File: src/rtl/pulse_seq_gen.sv
// Cycle-exact programmable pulse-train generator: optional delay, then N pulses of
// W active cycles every P cycles (N=0 runs until stop). All outputs are registered.
module pulse_seq_gen #(
  parameter int   CW = 16,
  parameter logic B0 = 1'b0
) (
  input  logic          clk,
  input  logic          rst,
  input  logic          start,
  input  logic          stop,
  input  logic [CW-1:0] cfg_delay,
  input  logic [CW-1:0] cfg_width,
  input  logic [CW-1:0] cfg_period,
  input  logic [CW-1:0] cfg_count,
  output logic          out,
  output logic          outb,
  output logic          busy,
  output logic          done,
  output logic          cfg_err
);

  typedef enum logic [1:0] {IDLE, DELAY, HIGH, LOW} state_t;

  localparam logic [CW-1:0] ONE = CW'(1);

  state_t        state_q, state_n;
  logic [CW-1:0] cnt_q, cnt_n;
  logic [CW-1:0] pcnt_q, pcnt_n;
  logic [CW-1:0] delay_q, width_q, period_q, count_q;
  logic [CW-1:0] low_len;
  logic          latch;
  logic          done_n, err_n;
  logic          cfg_bad;
  logic          last_pulse;

  assign cfg_bad    = (cfg_width == '0) || (cfg_period <= cfg_width);
  assign low_len    = period_q - width_q;
  assign last_pulse = (count_q != '0) && ((pcnt_q + ONE) == count_q);

  // cnt counts cycles spent in the current state; each timed state exits
  // on the edge that ends its last cycle.
  always_comb begin
    state_n = state_q;
    cnt_n   = cnt_q;
    pcnt_n  = pcnt_q;
    latch   = 1'b0;
    done_n  = 1'b0;
    err_n   = 1'b0;
    case (state_q)
      IDLE: begin
        cnt_n  = '0;
        pcnt_n = '0;
        if (start && !stop) begin
          if (cfg_bad) begin
            // a held illegal start must not produce back-to-back error strobes
            err_n = !cfg_err;
          end else begin
            latch   = 1'b1;
            state_n = (cfg_delay != '0) ? DELAY : HIGH;
          end
        end
      end
      DELAY: begin
        if (cnt_q == delay_q - ONE) begin
          cnt_n   = '0;
          state_n = HIGH;
        end else begin
          cnt_n = cnt_q + ONE;
        end
      end
      HIGH: begin
        if (cnt_q == width_q - ONE) begin
          cnt_n   = '0;
          state_n = LOW;
        end else begin
          cnt_n = cnt_q + ONE;
        end
      end
      LOW: begin
        if (cnt_q == low_len - ONE) begin
          cnt_n  = '0;
          pcnt_n = pcnt_q + ONE;
          if (last_pulse) begin
            state_n = IDLE;
            pcnt_n  = '0;
            done_n  = 1'b1;
          end else begin
            state_n = HIGH;
          end
        end else begin
          cnt_n = cnt_q + ONE;
        end
      end
      default: begin
        state_n = IDLE;
        cnt_n   = '0;
        pcnt_n  = '0;
      end
    endcase
    if (stop && (state_q != IDLE)) begin
      state_n = IDLE;
      cnt_n   = '0;
      pcnt_n  = '0;
      done_n  = 1'b0;
    end
  end

  always_ff @(posedge clk) begin
    if (rst) begin
      state_q  <= IDLE;
      cnt_q    <= '0;
      pcnt_q   <= '0;
      delay_q  <= '0;
      width_q  <= '0;
      period_q <= '0;
      count_q  <= '0;
      out      <= B0;
      outb     <= ~B0;
      busy     <= 1'b0;
      done     <= 1'b0;
      cfg_err  <= 1'b0;
    end else begin
      state_q <= state_n;
      cnt_q   <= cnt_n;
      pcnt_q  <= pcnt_n;
      if (latch) begin
        delay_q  <= cfg_delay;
        width_q  <= cfg_width;
        period_q <= cfg_period;
        count_q  <= cfg_count;
      end
      // outputs follow the next state so they line up with the state they describe
      out     <= (state_n == HIGH) ? ~B0 : B0;
      outb    <= (state_n == HIGH) ? B0 : ~B0;
      busy    <= (state_n != IDLE);
      done    <= done_n;
      cfg_err <= err_n;
    end
  end

endmodule

File: config.mk
export PLATFORM = sky130hd
export DESIGN_NAME = pulse_seq_gen
export DESIGN_NICKNAME = d
export VERILOG_FILES = /design/src/rtl/pulse_seq_gen.sv
export SDC_FILE = /design/constraint.sdc
export NUM_CORES = 1
export LEC_CHECK = 0
export CELL_PAD_IN_SITES_DETAIL_PLACEMENT = 1
export CELL_PAD_IN_SITES_GLOBAL_PLACEMENT = 2
export CORE_ASPECT_RATIO = 0.75
export CORE_MARGIN = 1.5
export CORE_UTILIZATION = 38
export CTS_CLUSTER_SIZE = 16
export DETAILED_ROUTE_END_ITERATION = 12
export PLACE_DENSITY = 0.88
export RECOVER_POWER = 50
export SLEW_MARGIN = 20
export SYNTH_ARGS = -nofsm -noshare
export SYNTH_HDL_FRONTEND = slang
export SYNTH_SLANG_ARGS = --single-unit
File: constraint.sdc
create_clock -name clk -period 7.3 [get_ports clk]
set_clock_uncertainty 0.15 [all_clocks]
set_input_delay 0.73 -clock clk [delete_from_list [all_inputs] [get_ports clk]]
set_output_delay 0.73 -clock clk [all_outputs]
set_load 0.005 [all_outputs]
==> run_summary.xml <==
<?xml version="1.0" encoding="UTF-8"?>
<metrics>
  <group name="sta">
    <metric name="final_period_minus_worst_setup_slack" unit="ns">5.568</metric>
    <metric name="setup_ws" unit="ns">1.732</metric>
    <metric name="tightestPinTransition" unit="ns">2.322</metric>
    <metric name="hold_violations" unit="">0</metric>
    <metric name="max-slew-margin-rel" unit="">-0.5492</metric>
    <metric name="setup_tns" unit="ns">0</metric>
    <metric name="report.final.slew_viol_count" unit="">40</metric>
    <metric name="setup_viol_count_final" unit="">0</metric>
    <metric name="max_clock_freq" unit="MHz">179.6</metric>
    <metric name="grt_setup_unrepaired" unit="">false</metric>
    <metric name="layout_worst_path_cycle_share" unit="">0.7628</metric>
  </group>
  <group name="grt">
    <metric name="overflow" unit="">0</metric>
    <metric name="grt_max_degree" unit="">68</metric>
    <metric name="track_usage" unit="">0.2245</metric>
    <metric name="grt_pass1_vias" unit="">6499</metric>
    <metric name="antenna_found_initial" unit="">0</metric>
    <metric name="grt_pass1_wl" unit="mm">34.93</metric>
  </group>
  <group name="cts">
    <metric name="clk-insertion-delay-late" unit="ns">0.36</metric>
    <metric name="post-cts-setup-buffer-count" unit="">0</metric>
    <metric name="clkTransAtPathRegs" unit="ns">0.08</metric>
    <metric name="ctsRootBufferMaster" unit="">clkbuf_16</metric>
    <metric name="cts-hold-fix-buffers" unit="">0</metric>
    <metric name="cts_inserted_buffers" unit="">9</metric>
    <metric name="clock_sinks" unit="">103</metric>
    <metric name="cts_tree" unit="">done</metric>
    <metric name="cts_max_level" unit="">3</metric>
    <metric name="ctsResizeCount" unit="">0</metric>
    <metric name="cts-root-to-sink-buffers" unit="">2</metric>
  </group>
  <group name="min_path">
    <metric name="hold_path.class" unit="">flop to flop</metric>
  </group>
  <group name="route">
    <metric name="drt_drc_violations_left" unit="">0</metric>
    <metric name="post_drt_via_cell_ratio" unit="">5.546</metric>
    <metric name="avgRoutedWirePerCell" unit="µm">18.37</metric>
    <metric name="number_of_drc_violations_after_detailed_routing_iteration_0" unit="">348</metric>
    <metric name="route.vias.total" unit="">6506</metric>
    <metric name="postRouteAntennaNets" unit="">0</metric>
    <metric name="firstDrtPassIters" unit="">5</metric>
    <metric name="total_wirelength" unit="mm">21.54</metric>
  </group>
  <group name="critical_path">
    <metric name="cpMaxStageDelayCell" unit="">and4b_1</metric>
    <metric name="endpoint_kind" unit="">flop</metric>
    <metric name="critical_path_peak_fanout" unit="">44</metric>
    <metric name="start_kind" unit="">input port</metric>
    <metric name="cp_data_required_time" unit="ns">7.37</metric>
    <metric name="critPathArrivalTime" unit="ns">5.63</metric>
    <metric name="criticalPathCategory" unit="">input port to flop</metric>
    <metric name="max_stage_delay" unit="ns">1.87</metric>
    <metric name="crit_chain" unit="">dlygate4sd3_1 -&gt; inv_1 -&gt; ha_1 -&gt; and4_1 -&gt; nand3_1 -&gt; a221o_1 -&gt; a41oi_1 -&gt; and4b_1 -&gt; buf_4 -&gt; mux2i_1 -&gt; nor2_1</metric>
  </group>
  <group name="synth">
    <metric name="netlist.area_leader.share" unit="">0.2846</metric>
    <metric name="post_synth_mux_area_share" unit="">0.07219</metric>
    <metric name="nets_in_the_synthesized_netlist" unit="">987</metric>
    <metric name="async_reset_ff_frac" unit="">0</metric>
    <metric name="synth_enable_flop_cells" unit="">0</metric>
    <metric name="synth_adder_area_share" unit="">0.06321</metric>
    <metric name="synth-compound-area-share" unit="">0.1459</metric>
    <metric name="synth.ff_latch_count" unit="">103</metric>
    <metric name="synth_simple_gate_area_share" unit="">0.2677</metric>
    <metric name="synthCells" unit="">883</metric>
    <metric name="fraction_of_synthesized_cell_area_in_xor_and_xnor_cells" unit="">0.1135</metric>
    <metric name="synth_sequential_area_ratio" unit="">0.2846</metric>
    <metric name="synth.cells.most_frequent" unit="">105 x nor2_1, 103 x dfxtp_1, 57 x xnor2_1</metric>
    <metric name="post-synth-top-area-cell" unit="">dfxtp_1</metric>
    <metric name="synth_area_leaders" unit="">dfxtp_1 28%, mux2i_1 6.9%, xnor2_1 6.9%</metric>
    <metric name="synthesis.yosys.warnings" unit="">0</metric>
    <metric name="synth_top_family_by_area" unit="">simple AND/OR/NAND/NOR gates</metric>
    <metric name="synth.distinct_cells" unit="">86</metric>
    <metric name="synth.avg_cell_area" unit="µm²">8.204</metric>
    <metric name="synth_flop_cell" unit="">dfxtp_1</metric>
    <metric name="yosys.cell_count.top_type" unit="">nor2_1</metric>
    <metric name="synthesis.area" unit="µm²">7244</metric>
  </group>
  <group name="power_and_ir_drop">
    <metric name="powerDensity" unit="nW/µm²">166.3</metric>
    <metric name="total_leakage_power" unit="nW">3.109</metric>
    <metric name="power.ir.vdd_worst" unit="µV">98.15</metric>
  </group>
  <group name="finish">
    <metric name="total_area_of_multi_input_combinational_cells" unit="µm²">4768</metric>
    <metric name="nFillCells" unit="">2221</metric>
    <metric name="finish.net_count" unit="">1025</metric>
    <metric name="regArea" unit="µm²">2062</metric>
    <metric name="n_antenna_cell" unit="">0</metric>
    <metric name="area.growth.synth_to_final" unit="%">14.77</metric>
    <metric name="post_layout_nonfiller_instances" unit="">1173</metric>
    <metric name="layout-drive-gt1-share" unit="">0.07235</metric>
  </group>
  <group name="outcome">
    <metric name="outcome" unit="">complete, but fails checks</metric>
    <metric name="failed_checks" unit="">max-capacitance violations, max-slew violations</metric>
  </group>
  <group name="die">
    <metric name="die_height" unit="µm">122.6</metric>
    <metric name="design.core.area" unit="µm²">18560</metric>
    <metric name="die_w" unit="µm">162.4</metric>
    <metric name="row_count" unit="">43</metric>
    <metric name="initial_core_utilization" unit="">0.3903</metric>
    <metric name="die-area" unit="µm²">19910</metric>
    <metric name="io_pins" unit="">73</metric>
  </group>
  <group name="placed_design">
    <metric name="portBuffers" unit="">72</metric>
    <metric name="gpl.final_weighted_congestion" unit="">0.8700</metric>
    <metric name="dp_slack" unit="ns">2.510</metric>
    <metric name="dpl.hpwl" unit="mm">16.92</metric>
    <metric name="placedCellCount" unit="">1157</metric>
  </group>
  <group name="flow_run">
    <metric name="maxCapViolations" unit="">1</metric>
  </group>
</metrics>
## worst max-delay path, delay by kind of cell
family	cells	cell delay (ns)
and+or+nand+nor	4	2.26
buffers and inverters	3	1.32
AOI/OAI and AO/OA	2	0.76
adders and majority gates	1	0.28
muxes	1	0.26
## power by group
part | leakage [nW] | switching [mW] | internal [mW] | total [mW]
registers | 0.832 | 0.0184 | 0.575 | 0.594
logic | 2.13 | 0.160 | 0.143 | 0.303
clock network | 0.144 | 0.247 | 0.240 | 0.487
total | 3.11 | 0.425 | 0.958 | 1.38
## worst paths after layout
check / slack (ns) / end / cells after the start / start
setup / recovery: 1.73 / period_q[7] / 11 / cfg_width[13]
setup reg to reg: 2.71 / pcnt_q[14] / 12 / width_q[0]
hold / removal: 0.35 / pcnt_q[15] / 2 / pcnt_q[15]
hold reg to reg: 0.35 / pcnt_q[15] / 2 / pcnt_q[15]
## through the flow
stage | hold slack, ns | power (mW) | utilization | area [µm²]
finish | 0.3468 | 1.383 | 0.4479 | 8314
global route | 0.3699 | 1.455 | 0.4479 | 8314
CTS | 0.3477 | 1.402 | 0.4500 | 8353
detailed placement | 0.3344 | 0.9102 | 0.4343 | 8061
global placement | 0.3274 | 0.9058 | 0.4343 | 8061
floorplan | 0.3081 | 0.8086 | - | 7244
## cells in the final DEF (no fill, tap or decap), types with 6 or more instances in the layout
master / synthesis / layout
a21o_1: 6 / 6
a21oi_1: 44 / 44
and3_1: 14 / 14
clkbuf_16: 0 / 9
clkdlybuf4s50_1: 0 / 65
dfxtp_1: 103 / 103
dlygate4sd3_1: 0 / 6
ha_1: 35 / 35
inv_1: 38 / 38
mux2i_1: 50 / 50
nand2_1: 54 / 54
nand3_1: 28 / 28
nand4_1: 21 / 21
nor2_1: 105 / 105
nor2b_1: 12 / 12
nor3_1: 28 / 28
nor3_2: 10 / 10
nor3b_1: 6 / 6
nor4_1: 22 / 23
o211ai_1: 13 / 13
o21a_1: 8 / 8
o21ai_0: 37 / 37
xnor2_1: 57 / 57
xor2_1: 35 / 35
## kinds of logic after synthesis
logic type / count (synthesis)
and+or+nand+nor: 355
xor gates and xnor gates: 93
buffers and inverters: 87
AOI/OAI and AO/OA: 157
adders and majority gates: 36
muxes: 52
DFF: 103
## layer usage
layer  vias to the layer above  track usage  share of wire
met3                        20      0.03109          0.037
met5                         -            0              0
met4                         0      0.05447          0.014
met1                      3148       0.3332           0.53
li1                       3229            -              -
met2                       109       0.3403           0.42
## cell type report
type                            instances  share of cell area
Multi-Input combinational cell        693              0.5735
Sequential cell                       103              0.2480
Timing Repair Buffer                   75             0.08834
Tap cell                              247             0.03717
Clock buffer                            9             0.02709
Inverter                               39             0.01791
Clock inverter                          7            0.007976
## state kept, by name (all words and copies together) (netlist names)
signal,flops
outb,1
width_q,16
out,1
pcnt_q,16
cnt_q,16
delay_q,16
cfg_err,1
done,1
count_q,16
period_q,16
state_q,2
busy,1
No activity file was read; power rests on OpenSTA's default activity.
